**src/rtl/de_write_combiner.sv**
```systemverilog
// Write combiner between the draw engine and the frame store: merges byte writes to one
// 32-bit word into a buffered word and issues it as a single masked memory write.
module de_write_combiner #(
   parameter int FLUSH_IDLE = 8
) (
   input  logic        clk,
   input  logic        rst,
   input  logic        de_req,
   output logic        de_ack,
   input  logic [17:0] de_addr,
   input  logic [3:0]  de_nbyte,
   input  logic        de_rnw,
   input  logic [31:0] de_w_data,
   output logic [31:0] de_r_data,
   output logic        mem_req,
   input  logic        mem_ack,
   output logic [17:0] mem_addr,
   output logic [3:0]  mem_nbyte,
   output logic        mem_rnw,
   output logic [31:0] mem_w_data,
   input  logic [31:0] mem_r_data,
   output logic        pending
);

   localparam logic [7:0] IDLE_LAST = 8'(FLUSH_IDLE - 1);

   typedef enum logic [1:0] {
      S_IDLE,
      S_ACK,
      S_FLUSH,
      S_READ
   } state_t;

   state_t      r_state;
   logic        r_de_ack;
   logic [31:0] r_de_r_data;
   logic        r_mem_req;
   logic [17:0] r_mem_addr;
   logic [3:0]  r_mem_nbyte;
   logic        r_mem_rnw;
   logic [31:0] r_mem_w_data;

   logic [17:0] r_buf_addr;
   logic [31:0] r_buf_data;
   logic [3:0]  r_buf_en;
   logic        r_buf_valid;
   logic [7:0]  r_idle_cnt;

   logic        w_de_wr;
   logic        w_de_rd;
   logic        w_addr_hit;
   logic [3:0]  w_lane_wr;
   logic [31:0] w_merge_data;

   assign w_de_wr    = de_req & ~de_rnw;
   assign w_de_rd    = de_req & de_rnw;
   assign w_addr_hit = (de_addr == r_buf_addr);
   assign w_lane_wr  = ~de_nbyte;

   // Lanes not enabled by the current write keep their buffered byte.
   genvar gi;
   generate
      for (gi = 0; gi < 4; gi++) begin : g_lane
         assign w_merge_data[8*gi +: 8] = w_lane_wr[gi] ? de_w_data[8*gi +: 8]
                                                        : r_buf_data[8*gi +: 8];
      end
   endgenerate

   always_ff @(posedge clk) begin
      if (rst) begin
         r_state      <= S_IDLE;
         r_de_ack     <= 1'b0;
         r_de_r_data  <= 32'd0;
         r_mem_req    <= 1'b0;
         r_mem_rnw    <= 1'b0;
         r_mem_addr   <= 18'd0;
         r_mem_nbyte  <= 4'b1111;
         r_mem_w_data <= 32'd0;
         r_buf_valid  <= 1'b0;
         r_buf_en     <= 4'b0000;
         r_idle_cnt   <= 8'd0;
      end else begin
         case (r_state)
            S_IDLE: begin
               if (w_de_wr && (!r_buf_valid || w_addr_hit)) begin
                  r_buf_data  <= w_merge_data;
                  r_buf_en    <= r_buf_en | w_lane_wr;
                  r_buf_addr  <= de_addr;
                  r_buf_valid <= r_buf_valid | (de_nbyte != 4'b1111);
                  r_de_ack    <= 1'b1;
                  r_idle_cnt  <= 8'd0;
                  r_state     <= S_ACK;
               end else if (w_de_wr || (w_de_rd && r_buf_valid)) begin
                  // Buffered word must reach memory before the new request is served.
                  r_mem_req    <= 1'b1;
                  r_mem_rnw    <= 1'b0;
                  r_mem_addr   <= r_buf_addr;
                  r_mem_nbyte  <= ~r_buf_en;
                  r_mem_w_data <= r_buf_data;
                  r_state      <= S_FLUSH;
               end else if (w_de_rd) begin
                  r_mem_req   <= 1'b1;
                  r_mem_rnw   <= 1'b1;
                  r_mem_addr  <= de_addr;
                  r_mem_nbyte <= 4'b0000;
                  r_state     <= S_READ;
               end else if (r_buf_valid) begin
                  r_idle_cnt <= r_idle_cnt + 8'd1;
                  if (r_idle_cnt == IDLE_LAST) begin
                     r_mem_req    <= 1'b1;
                     r_mem_rnw    <= 1'b0;
                     r_mem_addr   <= r_buf_addr;
                     r_mem_nbyte  <= ~r_buf_en;
                     r_mem_w_data <= r_buf_data;
                     r_state      <= S_FLUSH;
                  end
               end else begin
                  r_idle_cnt <= 8'd0;
               end
            end

            S_ACK: begin
               // Requests are ignored here: the engine moves to its next transfer on this edge.
               r_de_ack <= 1'b0;
               if (r_buf_en == 4'b1111) begin
                  r_mem_req    <= 1'b1;
                  r_mem_rnw    <= 1'b0;
                  r_mem_addr   <= r_buf_addr;
                  r_mem_nbyte  <= ~r_buf_en;
                  r_mem_w_data <= r_buf_data;
                  r_state      <= S_FLUSH;
               end else begin
                  r_state <= S_IDLE;
               end
            end

            S_FLUSH: begin
               if (mem_ack) begin
                  r_mem_req   <= 1'b0;
                  r_buf_valid <= 1'b0;
                  r_buf_en    <= 4'b0000;
                  r_idle_cnt  <= 8'd0;
                  r_state     <= S_IDLE;
               end
            end

            S_READ: begin
               if (mem_ack) begin
                  r_mem_req   <= 1'b0;
                  r_de_r_data <= mem_r_data;
                  r_de_ack    <= 1'b1;
                  r_state     <= S_ACK;
               end
            end

            default: r_state <= S_IDLE;
         endcase
      end
   end

   assign de_ack     = r_de_ack;
   assign de_r_data  = r_de_r_data;
   assign mem_req    = r_mem_req;
   assign mem_addr   = r_mem_addr;
   assign mem_nbyte  = r_mem_nbyte;
   assign mem_rnw    = r_mem_rnw;
   assign mem_w_data = r_mem_w_data;
   assign pending    = r_buf_valid | (r_state != S_IDLE);

endmodule

```
**config.mk**
```make
export PLATFORM = sky130hd
export DESIGN_NAME = de_write_combiner
export DESIGN_NICKNAME = d
export VERILOG_FILES = /design/src/rtl/de_write_combiner.sv
export SDC_FILE = /design/constraint.sdc
export NUM_CORES = 1
export LEC_CHECK = 0
export ABC_AREA = 1
export BUFFER_PORTS_ARGS = -buffer_cell sky130_fd_sc_hd__clkbuf_2
export CORE_MARGIN = 10
export CORE_UTILIZATION = 40
export CTS_CLUSTER_DIAMETER = 50
export DETAILED_ROUTE_END_ITERATION = 10
export REMOVE_ABC_BUFFERS = 1
export SYNTH_ARGS = -nofsm -noshare
export SYNTH_HDL_FRONTEND = slang
export SYNTH_SLANG_ARGS = --single-unit
export TNS_END_PERCENT = 30
```
**constraint.sdc**
```tcl
create_clock -name clk -period 4.3 [get_ports clk]
set_input_delay 0.43 -clock clk [delete_from_list [all_inputs] [get_ports clk]]
set_output_delay 0.43 -clock clk [all_outputs]
set_load 0.05 [all_outputs]
```
==> results of run 1 <==
==> synthesized netlist by cell type (2+ instances only) <==
library cell,instances
o21ai_0,13
a21oi_1,73
nor2_2,2
nor3_1,2
nor2_8,2
edfxtp_1,50
inv_1,57
nand4_1,37
buf_4,8
nand2_2,16
buf_6,9
clkbuf_1,21
a21oi_2,4
dfxtp_1,104
nand3_1,41
nand2_1,166
xor2_1,12
nor2_1,77
nand3_4,2
buf_2,3
mux2_2,9
==> cell families after synthesis <==
logic type / after synthesis / share of synthesized area, %
compound gates: 96 / 8.27
xor+xnor: 13 / 1.76
fa+ha+maj: 1 / 0.193
buf+inv: 101 / 7.59
flops: 154 / 55.3
mux: 9 / 1.57
simple gates: 352 / 25.3
==> through the flow <==
| step | total power [W] | setup WS (ns) |
|---|---|---|
| after global routing | 0.00453 | 1.19 |
| after floorplan | 0.00245 | 1.65 |
| after CTS | 0.00437 | 1.37 |
| final | 0.00432 | 1.40 |
| after detailed placement | 0.00275 | 1.23 |
| after global placement | 0.00274 | 1.28 |
==> routing by layer <==
metal  vias to the layer above  global-route usage, %  part of all wire (%)
met5                         -                      0                     0
met4                         0                   3.72                  0.81
met3                        15                   6.39                   8.4
met2                       184                   23.7                    45
met1                      2412                   20.4                    46
li1                       2733                      -                     -
==> worst register-to-register path: cells and delay by family (launching register included) <==
family / cells / cell delay [ns]
buffers and inverters: 1 / 0.30
flip-flops: 1 / 0.43
AND/OR/NAND/NOR: 10 / 1.80
==> final timing paths <==
| check | slack, ns | cells after the start | to | startpoint |
|---|---|---|---|---|
| worst min-delay path | 0.19 | 1 | r_buf_data[2] | de_w_data[2] |
| worst max-delay path | 1.40 | 11 | r_buf_data[27] | r_buf_addr[10] |
| worst max register to register | 1.40 | 11 | r_buf_data[27] | r_buf_addr[10] |
| worst min register to register | 0.46 | 2 | mem_w_data[14] | mem_w_data[14] |
==> power by group through the flow <==
stage / Sequential (W) / Combinational (W) / Clock (W)
CTS: 0.00171 / 0.00101 / 0.00164
floorplan: 0.00205 / 0.000399 / 0
global route: 0.00172 / 0.00110 / 0.00171
finish: 0.00171 / 0.00100 / 0.00161
global placement: 0.00174 / 0.00100 / 0
detailed placement: 0.00174 / 0.00101 / 0
==> layout make-up <==
type / count / area [µm²]
clock inverter: 13 / 186
clock buffer: 19 / 453
multi-input combinational: 471 / 2400
tap: 216 / 270
inverter: 59 / 221
sequential: 154 / 3580
fill: 1527 / 7820
antenna: 1 / 2.50
timing repair buffer: 186 / 946
==> sequential cells by signal, indices dropped and copies added, names as in the netlist, 4 cells and up <==
register,count
mem_nbyte,4
r_buf_addr,18
r_buf_data,32
mem_addr,18
r_buf_en,4
mem_w_data,32
r_idle_cnt,8
de_r_data,32
==> impl_metrics.toml, run 1 <==
[power]
combPwrFrac_pct = 23.2
power_frac_clock_pct = 37.3
p_sw_share_pct = 33.3
switchingPower_w = 0.00144
ir_drop_uv = 412
power_density_nw_per_um2 = 536
cell_internal_pwr_w = 0.00288
p_leak_nw = 3.48
p_seq_share_pct = 39.5

[drt]
drt-total-wl_um = 17200
drtPass1Iterations = 5
vias = 5344
drt_iter0_markers = 319
detail-route-antenna-nets = 0
wl_per_cell_um = 15.4
drc_errors = 0
via_per_inst = 4.78

[timing]
period_share_pct = 67.5
fin_tns_setup_ns = 0
whs_ns = 0.188
relSlewSlack_pct = 28.7
maxSlewViolCount = 0
min_period_ns = 2.90
clock.fmax_mhz = 344
finalHoldViolations = 0
fin_skew_ns = 0.00866
tightestPinTransition_ns = 1.07
rsz0062_at_grt = "no"
setup_viol = 0

[final_layout]
final_common_cell = "clkbuf_2"
nets = 981
final_cell_mix = "180 x clkbuf_2, 166 x nand2_1, 104 x dfxtp_1"
final_area_um2 = 8060
areaGrowthSynthToFinish_pct = 24.5
final_util_pct = 50.8
drive_above_1_share_pct = 29.2
fin_cells = 1119

[worst_setup_path]
startpoint_type = "register"
critPathBufInv = 1
crit_type = "register to register"
slowest_delay_ns = 0.57
crit_fanout = 19
end_kind = "register"
crit_chain = "nand2_1 -> nand2_1 -> nor2_1 -> nand3_1 -> nor2_1 -> nand2_1 -> nand2_2 -> nand3_4 -> nor2_4 -> inv_1 -> nor2_1"
critical_path_arrival_ns = 2.95
required_ns = 4.34
critical-path-slowest-cell = "nor2_1"
critical-path-top-delay-family = "simple AND/OR/NAND/NOR gates"

[placed_design]
place_congestion = 0.766
place_area_um2 = 7420
dpl.hpwl_um = 11800
dp.cells = 1086
numPortBuffers = 180

[clock_network]
cts.reportedPaths.clkPinSlew_ns = 0.07
cts_tree = "built"
cts_sinks = 154
hold_buffers = 0
clk_path_buf_depth = 2
cts_inserted_buffers = 17
clock_latency_ns = 0.41
post_cts_buffers = 0
cts_htree_levels = 4
root_buffer = "clkbuf_16"
ctsResizeCount = 0

[synth]
synthTopCellsByArea = "dfxtp_1 32%, edfxtp_1 23%, nand2_1 9.6%, a21oi_1 5.6%, nor2_1 4.5%"
synth.cell_area_um2 = 6470
netlist_instances = 726
async_reset_ff_share_pct = 0
synth_edf_count = 50
ys_seq_elements = 154
synth_top_cell_area_share_pct = 32.2
seq_area_frac_synth_pct = 55.3
yosysUniqueCellTypes = 39
yosys_warnings = 0
synth_top_cell_by_area = "dfxtp_1"
syn_area_per_cell_um2 = 8.92
synth-main-ff-cell = "dfxtp_1"

[die]
rows = 46
initial_utilization_pct = 40.8
coreArea_um2 = 15900
dieArea_um2 = 21700
die-width_um = 147
die_y_um = 147
ios = 181

[grt]
grt_pass1_vias = 5210
grt_pass1_wl_um = 27700
grt_overflow = 0
antenna_found_initial = 1
track_usage_pct = 15.7
grt_max_degree = 73

[status]
status = "completed"

[job]
maxCapViolCount = 0

[hold_path]
hold_class = "primary input to register"
Power figures use the tool's default switching activity.
==> run 2, diff against run 1 <==
Settings changed: ABC_AREA 1 to 0.
Clock period 4.3 ns to 2.9 ns, I/O delays scaled along.
==> impl_metrics.toml, run 2 <==
[status]
status = "completed"

[worst_setup_path]
worstReg2RegStart = "r_buf_addr[15]"
r2r_end = "r_buf_addr[4]"
ff2ff_path_depth = 7
startpoint_type = "register"
crit_fanout = 18
crit_chain = "xnor2_1 -> nand4_1 -> nor3_4 -> nand2_1 -> a211o_1 -> inv_1 -> buf_4"
r2r_slack_ns = 0.51
slowest_delay_ns = 0.44
critical_path_arrival_ns = 2.50
end_kind = "register"
crit_start = "r_buf_addr[15]"
critical-path-slowest-cell = "a211o_1"
crit_type = "register to register"
required_ns = 3.00

[timing]
setup_viol = 0
relSlewSlack_pct = 44.4
whs_ns = 0.0429
maxSlewViolCount = 0
period_share_pct = 82.5
min_period_ns = 2.39
fin_skew_ns = 0.00730
rsz0062_at_grt = "no"
clock.fmax_mhz = 418
tightestPinTransition_ns = 0.830
finalHoldViolations = 0

[grt]
antenna_found_initial = 0
track_usage_pct = 15.1
grt_pass1_wl_um = 24600
grt_max_degree = 77
grt_overflow = 0
grt_pass1_vias = 4851

[synth]
async_reset_ff_share_pct = 0
yosys_warnings = 0
yosysUniqueCellTypes = 53
synth_top_cell_area_share_pct = 34.2
synth-main-ff-cell = "dfxtp_1"
netlist_instances = 583
synth.cell_area_um2 = 6090
ys_top_cells_by_count = "143 x nand2_1, 104 x dfxtp_1, 52 x mux2i_1"
syn_area_per_cell_um2 = 10.4
synthTopCellsByArea = "dfxtp_1 34%, edfxtp_1 25%, nand2_1 8.8%, mux2i_1 8.6%, a21oi_1 3.0%"
seq_area_frac_synth_pct = 58.9
synth_edf_count = 50
synth_top_cell_by_area = "dfxtp_1"
synth_most_common_cell = "nand2_1"
ys_seq_elements = 154

[final_layout]
drive_above_1_share_pct = 30.4
areaGrowthSynthToFinish_pct = 26.7
antennaDiodeCount = 0
nFillCells = 1413
nets = 849
final_common_cell = "clkbuf_2"
final_cell_mix = "180 x clkbuf_2, 143 x nand2_1, 104 x dfxtp_1"

[die]
rows = 45
die-width_um = 143
ios = 181
dieArea_um2 = 20500
initial_utilization_pct = 40.5
coreArea_um2 = 15000
die_y_um = 143

[drt]
vias = 4776
drt-total-wl_um = 15500
drtPass1Iterations = 4
drc_errors = 0
via_per_inst = 4.99
wl_per_cell_um = 16.1
drt_iter0_markers = 199
detail-route-antenna-nets = 0

[clock_network]
cts_sinks = 154
cts.reportedPaths.clkPinSlew_ns = 0.07
cts_inserted_buffers = 17
clk_path_buf_depth = 2
root_buffer = "clkbuf_16"
cts_tree = "built"
post_cts_buffers = 0
ctsResizeCount = 0
clock_latency_ns = 0.42
hold_buffers = 0
cts_htree_levels = 4

[hold_path]
min_to = "r_buf_data[25]"
hold_class = "primary input to register"
hold_depth = 1
min_from = "de_w_data[25]"

[placed_design]
numPortBuffers = 180
dpl.hpwl_um = 11200
place_congestion = 0.795

[power]
ir_drop_uv = 405
p_leak_nw = 3.13
power_density_nw_per_um2 = 711
finalPower_w = 0.00548

[job]
maxCapViolCount = 0
## run 2: changes by cell type after synthesis, sizes merged, moves of 9 or more
cell,before,now
xor2,12,0
nand3,43,8
a21oi,77,37
a211oi,0,19
nor2,82,35
inv,58,7
mux2,9,0
mux2i,0,52
xnor2,1,18
nand2,183,143
nand4,39,6
## run 2: logic make-up (layout without fill, tap and decap cells)
| group | Yosys count | in the layout | share of synthesized area [%] |
|---|---|---|---|
| xor gates and xnor gates | 18 | 18 | 2.59 |
| muxes | 52 | 52 | 8.55 |
| DFF | 154 | 154 | 58.9 |
| AOI/OAI and AO/OA | 100 | 100 | 10.8 |
| adders and majority gates | 1 | 1 | 0.206 |
| buffers and inverters | 46 | 233 | 3.99 |
| and+or+nand+nor | 212 | 212 | 15.0 |
## run 2: worst max-delay path by stage
stage | slack [ns] | end | cells after the start
CTS | 0.48 | r_buf_addr[6] | 7
floorplan | -0.66 | mem_w_data[0] | 6
finish | 0.51 | r_buf_addr[4] | 7
global placement | 0.52 | r_buf_addr[7] | 8
detailed placement | 0.48 | r_buf_addr[7] | 8
global route | 0.29 | r_buf_addr[14] | 7
## run 2: where the power goes
| part | leakage, nW | switching (W) | internal, W |
|---|---|---|---|
| logic | 1.54 | 0.000653 | 0.000269 |
| clock network | 0.290 | 0.000957 | 0.00118 |
| registers | 1.30 | 0.0000712 | 0.00235 |
## run 2: cell type report
class,count,area [µm²],area share [%]
clock buffer,18,450,5.84
clock inverter,14,129,1.67
inverter,7,26.3,0.341
multi-input combinational,383,2270,29.4
sequential,154,3580,46.5
tap,188,235,3.05
timing repair buffer,194,1020,13.2
## run 2: metal layers
layer / vias to the layer above / track usage, % / part of all wire [%]
li1: 2380 / - / -
met1: 2221 / 18.4 / 43
met2: 158 / 22.7 / 45
met3: 17 / 7.43 / 10
met4: 0 / 5.53 / 1.3
met5: - / 0 / 0
## run 2: stage by stage
stage	cell area [µm²]	utilization [%]	instances	TNS, ns	setup slack (ns)
after global routing	7710	51.3	958	0	0.287
after floorplan	5870	-	544	-21.27	-0.665
after CTS	7710	51.3	958	0	0.478
after detailed placement	7130	47.4	926	0	0.484
final	7710	51.3	958	0	0.508
after global placement	7130	47.4	926	0	0.523
## run 2: worst max-delay path: cells and delay by family (launching register included)
family	cells	cell delay [ns]
compound gates	1	0.44
flops	1	0.41
xor+xnor	1	0.16
simple gates	3	0.72
buf+inv	2	0.35
==> run 3, diff against run 2 <==
Settings changed: PLACE_DENSITY from default to 0.67.
Clock period 2.9 ns to 2.03 ns, I/O delays scaled along.
==> impl_metrics.toml, run 3 (same netlist as run 2, synthesis figures left out) <==
[clock_network]
root_buffer = "clkbuf_16"
cts_tree = "built"
cts_htree_levels = 4
clk_path_buf_depth = 2
cts_inserted_buffers = 17
cts_sinks = 154
cts.reportedPaths.clkPinSlew_ns = 0.06
clock_latency_ns = 0.41

[drt]
vias = 5097
via_per_inst = 4.92
drc_errors = 0
detail-route-antenna-nets = 0
wl_per_cell_um = 16.0
drtPass1Iterations = 4
drt-total-wl_um = 16600
drt_iter0_markers = 160

[worst_setup_path]
slowest_delay_ns = 0.44
worstReg2RegStart = "r_buf_addr[5]"
end_kind = "register"
critPathBufInv = 2
r2r_end = "r_buf_addr[13]"
crit_cells = 7
critical_path_arrival_ns = 2.18
crit_fanout = 18
crit_chain = "xnor2_2 -> nand4_1 -> nor3_4 -> nand2_2 -> a211o_4 -> inv_1 -> buf_12"
startpoint_type = "register"
critical-path-top-delay-family = "simple AND/OR/NAND/NOR gates"
r2r_slack_ns = -0.02
crit_type = "register to register"
required_ns = 2.15
ff2ff_path_depth = 7
critical-path-slowest-cell = "edfxtp_1"

[die]
coreArea_um2 = 15000
dieArea_um2 = 20500
rows = 45
ios = 181
die-width_um = 143
initial_utilization_pct = 40.5
die_y_um = 143

[timing]
maxSlewViolCount = 0
min_period_ns = 2.05
clock.fmax_mhz = 487
tightestPinTransition_ns = 0.746
relSlewSlack_pct = 50.3
fin_skew_ns = 0.00910
rsz0062_at_grt = "yes"
whs_ns = 0.0167
finalHoldViolations = 0
worst_slack_ns = -0.0237
setup_viol = 36
period_share_pct = 101

[final_layout]
drive_above_1_share_pct = 30.5
areaGrowthSynthToFinish_pct = 40.9
final_area_um2 = 8570
final_common_cell = "clkbuf_2"
fin_cells = 1035
nets = 925
final_util_pct = 57.0
final_cell_mix = "180 x clkbuf_2, 142 x nand2_1, 104 x dfxtp_1"
nFillCells = 1267

[placed_design]
dp.cells = 942
place_area_um2 = 7280
numPortBuffers = 180
dpl.hpwl_um = 11500
place_congestion = 0.842

[power]
cell_internal_pwr_w = 0.00592
p_leak_nw = 3.49
power_density_nw_per_um2 = 962
combPwrFrac_pct = 18.0
power_frac_clock_pct = 40.2
finalPower_w = 0.00825
switchingPower_w = 0.00233
p_seq_share_pct = 41.8
p_sw_share_pct = 28.2
ir_drop_uv = 553

[hold_path]
hold_class = "primary input to register"
hold_depth = 2
min_to = "r_buf_en[0]"
min_from = "de_nbyte[0]"

[status]
status = "finished with violations"
violations = "setup timing"

[grt]
antenna_found_initial = 1
grt_pass1_wl_um = 26500
grt_max_degree = 77
track_usage_pct = 16.1
grt_pass1_vias = 5251
grt_overflow = 0

[job]
maxCapViolCount = 0
==> run 3: cell count changes in the layout (fill, tap and decap cells not counted), moves of 2 or more <==
| cell | delta |
|---|---|
| buf_12 | +2 |
| clkbuf_1 | +2 |
| inv_4 | -2 |
| dlygate4sd3_1 | +56 |
| buf_4 | +15 |
| clkinvlp_4 | +3 |
| o21ai_0 | -4 |
| o21ai_1 | +4 |
| xnor2_2 | +2 |
| bufinv_16 | +4 |
| inv_8 | -3 |
| buf_6 | +2 |
| xnor2_1 | -2 |
==> run 3: how the worst max path moves through the flow <==
stage                               from        endpoint  slack (ns)
after CTS                 r_buf_addr[15]  r_buf_data[17]       -0.04
after floorplan              r_buf_valid   mem_w_data[0]       -1.53
after detailed placement  r_buf_addr[15]  r_buf_data[20]       -0.16
after global routing       r_buf_addr[5]  r_buf_data[11]       -0.14
after global placement     r_buf_addr[7]   r_buf_addr[1]       -0.09
final                      r_buf_addr[5]  r_buf_addr[13]       -0.02
==> run 3: power groups by stage <==
stage | Combinational, W | Clock (W) | Sequential (W)
2_1_floorplan | 0.000453 | 0 | 0.00397
3_3_place_gp | 0.00135 | 0 | 0.00351
3_5_place_dp | 0.00138 | 0 | 0.00351
4_1_cts | 0.00147 | 0.00339 | 0.00345
5_1_grt | 0.00159 | 0.00352 | 0.00347
6_report | 0.00148 | 0.00332 | 0.00345
==> run 3: layout make-up <==
| cell class | instances | area [µm²] | area share (%) |
|---|---|---|---|
| Inverter | 7 | 26.3 | 0.306 |
| Timing Repair Buffer | 269 | 1750 | 20.5 |
| Antenna cell | 1 | 2.50 | 0.0292 |
| Multi-Input combinational cell | 384 | 2350 | 27.4 |
| Sequential cell | 154 | 3580 | 41.8 |
| Tap cell | 188 | 235 | 2.74 |
| Clock inverter | 13 | 190 | 2.22 |
| Clock buffer | 19 | 433 | 5.05 |
==> run 3: stage by stage <==
step | setup TNS, ns | setup slack [ns]
after floorplan | -72.40 | -1.53
after global placement | -4.28 | -0.0926
after detailed placement | -7.42 | -0.157
after CTS | -1.40 | -0.0394
after global routing | -10.11 | -0.143
final | -0.542 | -0.0237
==> run 3: worst reg2reg max path, stage by stage (launching register included) <==
cell and delay, ns:
edfxtp_1 0.44, xnor2_2 0.16, nand4_1 0.15, nor3_4 0.25, nand2_2 0.09, a211o_4 0.39, inv_1 0.11, buf_12 0.17
==> run 3: layer usage <==
| metal | track usage, % | wire length, µm |
|---|---|---|
| met1 | 19.5 | 7410 |
| met5 | 0 | 0 |
| met2 | 25.6 | 7580 |
| met4 | 5.37 | 129 |
| met3 | 6.70 | 1470 |
==> run 3: repair_timing <==
item,4_1_cts,5_1_grt
setup endpoints to repair,52,114
hold buffers,56,0
setup buffers,2,1
cloned,1,0
gates resized for setup,5,13
hold endpoints to repair,56,0
pin swaps,7,5
